$ cat src/rtl/boot_pkg.sv
// ============================================================================
//  Module   : boot_pkg
//  Purpose  : Shared types and constants for the boot image copier.
//             Macro BOOT_CHECKSUM_EN adds the CHECK state to the encoding.
//  Revision : 1.0 - initial release
// ============================================================================
`default_nettype none

package boot_pkg;

  // Byte-select used for every RAM write (full 32-bit words only)
  localparam logic [3:0] SEL_FULL = 4'hf;

  typedef enum logic [2:0] {
    ST_IDLE   = 3'd0,
    ST_FREAD  = 3'd1,
    ST_RWRITE = 3'd2,
`ifdef BOOT_CHECKSUM_EN
    ST_CHECK  = 3'd3,
`endif
    ST_DONE   = 3'd4,
    ST_ERROR  = 3'd5
  } state_t;

  // Byte address of word 'index' relative to 'base', wrapping modulo 2^32
  function automatic logic [31:0] word_addr(input logic [31:0] base,
                                            input logic [31:0] index);
    return base + (index << 2);
  endfunction

endpackage

`default_nettype wire

$ cat src/rtl/boot_wdog.sv
// ============================================================================
//  Module   : boot_wdog
//  Purpose  : Ack-timeout counter. Counts enabled cycles since the last clear
//             and flags expiry on the TIMEOUT-th consecutive enabled cycle.
//  Revision : 1.0 - initial release
// ============================================================================
`default_nettype none

module boot_wdog #(
  parameter int TIMEOUT = 4096
) (
  input  logic clk,
  input  logic rst,
  input  logic clear,
  input  logic enable,
  output logic expire
);

  localparam int CW = $clog2(TIMEOUT + 1);

  logic [CW-1:0] count;

  // Wait-cycle counter; clear has priority over counting
  always_ff @(posedge clk) begin
    if (rst || clear) begin
      count <= '0;
    end else if (enable) begin
      count <= count + CW'(1);
    end
  end

  assign expire = enable && (count == CW'(TIMEOUT - 1));

endmodule

`default_nettype wire

$ cat src/rtl/boot_copier.sv
// ============================================================================
//  Module   : boot_copier
//  Purpose  : Wishbone master copying IMAGE_WORDS words from flash into RAM
//             after reset, then flagging programming complete. Optional
//             BOOT_CHECKSUM_EN macro adds a trailing checksum word compare.
//  Revision : 1.0 - initial release
// ============================================================================
`default_nettype none

module boot_copier
  import boot_pkg::*;
#(
  parameter logic [31:0] FLASH_ADDRESS = 32'hc000_0000,
  parameter logic [31:0] RAM_ADDR      = 32'h0000_0000,
  parameter int          IMAGE_WORDS   = 2048,
  parameter int          TIMEOUT       = 4096
) (
  input  logic        i_wb_clk,
  input  logic        i_wb_rst,
  input  logic        i_start,
  output logic [31:0] o_wb_flash_adr,
  output logic        o_wb_flash_cyc,
  input  logic [31:0] i_wb_flash_rdt,
  input  logic        i_wb_flash_ack,
  output logic [31:0] o_wb_ram_adr,
  output logic [31:0] o_wb_ram_dat,
  output logic [3:0]  o_wb_ram_sel,
  output logic        o_wb_ram_we,
  output logic        o_wb_ram_cyc,
  input  logic        i_wb_ram_ack,
  output logic        o_busy,
  output logic        o_prog_cmplt,
  output logic        o_error
);

  // One extra count so idx can point at the trailer word after the image
  localparam int             IW       = $clog2(IMAGE_WORDS + 1);
  localparam logic [IW-1:0]  LAST_IDX = IW'(IMAGE_WORDS - 1);

  state_t        state;
  logic [IW-1:0] idx;
  logic          expire;
  logic          cyc_active;
  logic          ack_taken;
`ifdef BOOT_CHECKSUM_EN
  logic [31:0]   sum;
`endif

  // Acks only count while the matching strobe is up
  assign cyc_active = o_wb_flash_cyc || o_wb_ram_cyc;
  assign ack_taken  = (o_wb_flash_cyc && i_wb_flash_ack) ||
                      (o_wb_ram_cyc && i_wb_ram_ack);

  boot_wdog #(
    .TIMEOUT (TIMEOUT)
  ) u_wdog (
    .clk    (i_wb_clk),
    .rst    (i_wb_rst),
    .clear  (!cyc_active || ack_taken),
    .enable (cyc_active && !ack_taken),
    .expire (expire)
  );

  assign o_wb_ram_we = o_wb_ram_cyc;
  assign o_prog_cmplt = (state == ST_DONE);
  assign o_error      = (state == ST_ERROR);
`ifdef BOOT_CHECKSUM_EN
  assign o_busy = (state == ST_FREAD) || (state == ST_RWRITE) || (state == ST_CHECK);
`else
  assign o_busy = (state == ST_FREAD) || (state == ST_RWRITE);
`endif

  // Copy sequencer: each transfer raises cyc after a one-cycle gap, except
  // the very first read which starts straight out of IDLE
  always_ff @(posedge i_wb_clk) begin
    if (i_wb_rst) begin
      state          <= ST_IDLE;
      idx            <= '0;
      o_wb_flash_adr <= '0;
      o_wb_flash_cyc <= 1'b0;
      o_wb_ram_adr   <= '0;
      o_wb_ram_dat   <= '0;
      o_wb_ram_sel   <= '0;
      o_wb_ram_cyc   <= 1'b0;
`ifdef BOOT_CHECKSUM_EN
      sum            <= '0;
`endif
    end else begin
      case (state)
        ST_IDLE: begin
          if (i_start) begin
            state          <= ST_FREAD;
            idx            <= '0;
            o_wb_flash_cyc <= 1'b1;
            o_wb_flash_adr <= FLASH_ADDRESS;
`ifdef BOOT_CHECKSUM_EN
            sum            <= '0;
`endif
          end
        end
        ST_FREAD: begin
          if (!o_wb_flash_cyc) begin
            o_wb_flash_cyc <= 1'b1;
            o_wb_flash_adr <= word_addr(FLASH_ADDRESS, 32'(idx));
          end else if (i_wb_flash_ack) begin
            o_wb_flash_cyc <= 1'b0;
            o_wb_ram_dat   <= i_wb_flash_rdt;
`ifdef BOOT_CHECKSUM_EN
            sum            <= sum + i_wb_flash_rdt;
`endif
            state          <= ST_RWRITE;
          end else if (expire) begin
            o_wb_flash_cyc <= 1'b0;
            state          <= ST_ERROR;
          end
        end
        ST_RWRITE: begin
          if (!o_wb_ram_cyc) begin
            o_wb_ram_cyc <= 1'b1;
            o_wb_ram_sel <= SEL_FULL;
            o_wb_ram_adr <= word_addr(RAM_ADDR, 32'(idx));
          end else if (i_wb_ram_ack) begin
            o_wb_ram_cyc <= 1'b0;
            o_wb_ram_sel <= '0;
            idx          <= idx + IW'(1);
            if (idx == LAST_IDX) begin
`ifdef BOOT_CHECKSUM_EN
              state <= ST_CHECK;
`else
              state <= ST_DONE;
`endif
            end else begin
              state <= ST_FREAD;
            end
          end else if (expire) begin
            o_wb_ram_cyc <= 1'b0;
            o_wb_ram_sel <= '0;
            state        <= ST_ERROR;
          end
        end
`ifdef BOOT_CHECKSUM_EN
        ST_CHECK: begin
          // idx already equals IMAGE_WORDS, so this reads the trailer word
          if (!o_wb_flash_cyc) begin
            o_wb_flash_cyc <= 1'b1;
            o_wb_flash_adr <= word_addr(FLASH_ADDRESS, 32'(idx));
          end else if (i_wb_flash_ack) begin
            o_wb_flash_cyc <= 1'b0;
            state          <= (i_wb_flash_rdt == sum) ? ST_DONE : ST_ERROR;
          end else if (expire) begin
            o_wb_flash_cyc <= 1'b0;
            state          <= ST_ERROR;
          end
        end
`endif
        ST_DONE:  state <= ST_DONE;
        ST_ERROR: state <= ST_ERROR;
        default:  state <= ST_IDLE;
      endcase
    end
  end

endmodule

`default_nettype wire

$ cat config.mk
export PLATFORM = sky130hd
export DESIGN_NAME = boot_copier
export DESIGN_NICKNAME = d
export VERILOG_FILES = /design/src/rtl/boot_pkg.sv /design/src/rtl/boot_wdog.sv /design/src/rtl/boot_copier.sv
export SDC_FILE = /design/constraint.sdc
export NUM_CORES = 1
export LEC_CHECK = 0
export ABC_AREA = 1
export BUFFER_PORTS_ARGS = -buffer_cell sky130_fd_sc_hd__buf_2
export CAP_MARGIN = 20
export CORE_MARGIN = 3
export CORE_UTILIZATION = 35
export CTS_CLUSTER_DIAMETER = 30
export DETAILED_ROUTE_END_ITERATION = 7
export MAX_ROUTING_LAYER = met4
export SLEW_MARGIN = 20
export SYNTH_ARGS = -nofsm -noshare
export SYNTH_HDL_FRONTEND = slang
export SYNTH_HIERARCHICAL = 1
export SYNTH_SLANG_ARGS = --single-unit
$ cat constraint.sdc
create_clock -name i_wb_clk -period 2.77 [get_ports i_wb_clk]
set_input_delay 0.554 -clock i_wb_clk [delete_from_list [all_inputs] [get_ports i_wb_clk]]
set_output_delay 0.554 -clock i_wb_clk [all_outputs]
set_load 0.1 [all_outputs]
**Yosys cells after proc, flatten, opt, wreduce, memory -nomap -nowiden**

Index checks and enable logic that the tools add are counted.

- RAM bits: 0
- Bits of input ports: 37
- Output and inout port bits: 106
- Word-level logic and storage cells: 71
- Latch bits: 0
- Flip-flop bits (word level): 110
- ROM bits: 0
- Memories kept: 0

- Shifts and indexed selects: 0
- Order comparisons: 0
- Div/mod/pow operators: 0
- Equal/unequal tests: 12
- Mux-type cells: 25
- $add $sub $neg: 3
- Reductions and logical operators: 21
- $mul: 0
- Bitwise gates (word level): 1

Operators by type and width:

| operator | count |
|---|---|
| 32-bit two-way mux | 2 |
| 32-bit one-hot mux with 2 select lines | 1 |
| 12-bit two-way mux | 3 |
| 31-bit by 15-bit adder with 32-bit output (first input constant) | 1 |
| 12-bit one-hot mux with 2 select lines | 1 |
| 3-bit two-way mux | 7 |
| 3-bit one-hot mux with 5 select lines | 1 |
| 13-bit by 1-bit adder with 13-bit output (second input constant) | 1 |
| 13-bit by 12-bit == test with 1-bit output (second input constant) | 1 |
| 12-bit by 1-bit adder with 12-bit output (second input constant) | 1 |
| 12-bit by 11-bit == test with 1-bit output (second input constant) | 1 |
| 4-bit two-way mux | 3 |
| 2-bit inequality test (second input constant) | 5 |
| 3-bit AND reduction | 3 |
| 3-bit == test (second input constant) | 2 |
| 1-bit two-way mux | 6 |
| 2-bit AND reduction | 3 |
| 1-bit logical OR | 5 |
| 1-bit logical AND | 4 |
| 4-bit AND reduction | 1 |
| 2-bit nonzero test | 2 |
| 3-bit by 1-bit == test with 1-bit output (second input constant) | 1 |
| 3-bit by 2-bit == test with 1-bit output (second input constant) | 1 |
| 3-bit zero test | 1 |
| other kinds (4) | 5 |

**Logic depth before layout (Yosys ltp)**

- Word-level depth: 9
- Depth in mapped cells: 13
- Mapped depth without buffers: 13

**Cells and area by module**

Netlist, hierarchy kept.

By module, submodules not included:

| module | area each (µm²) | seq. area each (µm²) | cells an instance | instances |
|---|---|---|---|---|
| boot_copier | 3429.5 | 1501.4 | 460 | 1 |
| boot_wdog | 661.9 | 260.2 | 99 | 1 |

**Worst setup path after synthesis**

OpenSTA, ideal clock, no wires.

- Kind: register to output
- From: register state[2]
- To: output port o_prog_cmplt
- Stages on the path, launching flop included: 3
- Arrival time: 2664 ps
- Slack: -448 ps
- Path buffers: 0
- Required time: 2216 ps
- Path through: dfxtp_1 > inv_1 > nor3_1

- Cells in the longest elaborated chain, start to end: 1

Ends and longest elaborated chain:

| item | line | source |
|---|---|---|
| start, declared | boot_copier.sv:40 | `state_t state;` |
| start signal, assigned | boot_copier.sv:77 | `state <= ST_IDLE;` |
| start signal, assigned | boot_copier.sv:92 | `state <= ST_FREAD;` |
| start signal, assigned | boot_copier.sv:111 | `state <= ST_RWRITE;` |
| 3-bit == test | boot_copier.sv:65 | `assign o_prog_cmplt = (state == ST_DONE);` |
| end, declared | boot_copier.sv:32 | `output logic o_prog_cmplt,` |

Every way passes these cells.

**Worst setup path after layout**

- From: register state[0]
- To: output port o_busy

- Cells in the longest elaborated chain, start to end: 2
- Elaborated cells between the ends (all ways): 3
- Those cells by class: 2 x eq/ne; 1 x reduce/logical

Ends and longest elaborated chain:

| item | line | source |
|---|---|---|
| 3-bit by 1-bit == test with 1-bit output or 3-bit by 2-bit == test with 1-bit output (tied branches) | boot_copier.sv:70 | `assign o_busy = (state == ST_FREAD) \|\| (state == ST_RWRITE);` |
| 1-bit logical OR * | boot_copier.sv:70 |  |
| end, declared | boot_copier.sv:31 | `output logic o_busy,` |

Every way passes the cells marked *; elsewhere a longest branch is shown, timed or not.

==> flow_summary.ini <==
[yosys]
avgSynthCellArea_um2 = 7.319
synthCells = 559
synth_cell_type_count = 32
synth_top_family_by_area = simple AND/OR/NAND/NOR gates
synth-edff-count = 0
yosys.area_share.simple_pct = 27.49
synth_area_mm2 = 0.004091
synth-adder-area-share_pct = 0.6116
synth.mux.area_fraction_pct = 0
synth_flop_cell = dfxtp_1
synth-compound-area-share_pct = 13.33
yosys_register_bits = 88
synth_warnings = 6
synth-seq-area-share_pct = 43.06
synth_xor_area_share_pct = 0
synthArstFlopShare_pct = 0

[routing]
first_pass_iters = 4
vias = 3621
first_iter_violations = 186
routedWlPerCell_um = 11.39
via_per_inst = 4.560
drtAntennaViolNets = 0
drt_wl_total_mm = 9.045
drcViolationCount = 0

[grt]
use_met2_pct = 21.27
grt_antenna_before_repair = 0
grt_max_degree = 46
grt_overflow = 0
globalRouteMet3Util_pct = 3.066
track_usage_pct = 14.51
top_usage_layer = met2
grt_pass1_wl_mm = 15.06
grt_pass1_vias = 3196
grtUsageMet1_pct = 19.60

[floorplan]
core_mm2 = 0.01113
pin_count = 143
start_util_pct = 36.77
rows = 38
die_area_mm2 = 0.01302
die_w_um = 114.1
die_h_um = 114.1

[finish]
area_delta_synth_final_pct = 16.73
antenna_cells = 0
final_nets = 690
final_common_cell = nor2_1
layout_common_cells = nor2_1 (114), buf_2 (104), dfxtp_1 (88)
layout-drive-gt1-share_pct = 22.48

[sta]
worst_pin_slew_ps = 608.4
fin_crit_ps = 2373
holdWs_ps = 443.3
hold_viol = 0
setup_viol = 0
setup_tns_ps = 0
timing.slew.headroom_pct = 59.13
fin_crit_sh_pct = 85.68
clock-skew-final_ps = 7.919
rsz0062_at_grt = false
clock.fmax_ghz = 0.4214
final_max_slew_viol_count = 0

[placement]
numPortBuffers = 104
hpwl_mm = 6.805
place.gp.congestion = 0.8220

[clock_network]
cts_root_buffer = clkbuf_16
cts_setup_buffers = 0
clk_pin_slew_ps = 60
cts_buffers = 9
cts.sinks = 88
cts_tree = built
cts_repair_resize_count = 0
cts.path.max_buffers = 2
ctsHoldBuffers = 0
cts.htree.levels = 3
insertion_delay_ps = 330

[run_status]
status = completed

[power_and_ir_drop]
p_leak_nw = 2.238
p_per_area_mw_per_mm2 = 1064
max-vdd-ir-drop_uv = 671.7

[setup_path]
path_class = flop to output pin
critPathLaunchType = flop
required_ps = 2220
crit_path_end_kind = output pin
arrival_ps = 1820
regToRegSetupSlack_ps = 630
cp_max_fo = 17

[min_path]
min_path_type = input port to flop

[run]
drv_cap = 0
## Yosys cell counts, drive strengths merged (2+ instances only)
cell,n,area [um^2]
nand2,81,316.5
ha,2,25.02
buf,56,427.9
nand4,7,43.79
nand3,35,202.7
nor2,123,523.0
nand3b,2,15.01
inv,47,176.4
dfxtp,88,1762
clkbuf,7,26.28
o21ai,57,289.0
nor3,3,15.01
a21oi,44,220.2
## final cells by class
| cell class | instances | area [um^2] |
|---|---|---|
| sequential | 88 | 1762 |
| inverter | 47 | 176.4 |
| timing repair buffer | 107 | 543.0 |
| clock buffer | 10 | 229.0 |
| fill | 1150 | 6350 |
| multi-input combinational | 398 | 1843 |
| tap | 140 | 175.2 |
| clock inverter | 4 | 47.55 |
## metrics by stage
step / total power [mW] / util, % / std cells / worst slack [ps] / cell area [um^2]
global route: 5.351 / 42.93 / 794 / 213.1 / 4776
detailed placement: 3.970 / 40.44 / 780 / 549.6 / 4499
CTS: 5.135 / 42.93 / 794 / 359.4 / 4776
floorplan: 3.733 / - / 596 / 302.5 / 4235
finish: 5.079 / 42.93 / 794 / 396.7 / 4776
global placement: 3.959 / 40.44 / 780 / 612.1 / 4499
## per-layer routing
| metal | routed length (um) | vias to the layer above | part of all wire (%) |
|---|---|---|---|
| li1 | - | 1901 | - |
| met1 | 4374 | 1587 | 48 |
| met2 | 3853 | 127 | 43 |
| met3 | 736 | 6 | 8.1 |
| met4 | 80 | 0 | 0.88 |
| met5 | 0 | - | 0 |
## registers in the layout (all words and copies together), names as in the netlist
register,cells
state,3
o_wb_flash_cyc,1
o_wb_ram_cyc,1
idx,12
o_wb_ram_sel,1
o_wb_flash_adr,13
u_wdog/count,13
o_wb_ram_adr,12
o_wb_ram_dat,32
## logic make-up after synthesis
group | count (synthesis)
and+or+nand+nor | 252
AOI/OAI and AO/OA | 106
buffers and inverters | 110
DFF | 88
adders and majority gates | 2
other | 1
## critical path, stage by stage (launching register included)
cell and delay, ps:
dfxtp_1 450, inv_2 50, nor2_2 110, inv_2 80
nor2_8 220, inv_2 90, nand2_1 60, buf_2 420
## worst paths after layout
path | start | end | cells past startpoint
max | state[0] | o_busy | 7
min | i_wb_flash_rdt[20] | o_wb_ram_dat[20] | 3
max reg2reg | o_wb_ram_cyc | state[0] | 13
min reg2reg | u_wdog/count[12] | u_wdog/count[12] | 2
## report_power, final
group | switching (mW) | internal (mW) | total (mW) | leakage [nW]
Sequential | 0.112 | 1.43 | 1.54 | 0.714
Combinational | 2.04 | 0.348 | 2.39 | 1.39
Clock | 0.461 | 0.685 | 1.15 | 0.134
Total | 2.62 | 2.46 | 5.08 | 2.24
No activity file was read; power rests on OpenSTA's default activity.
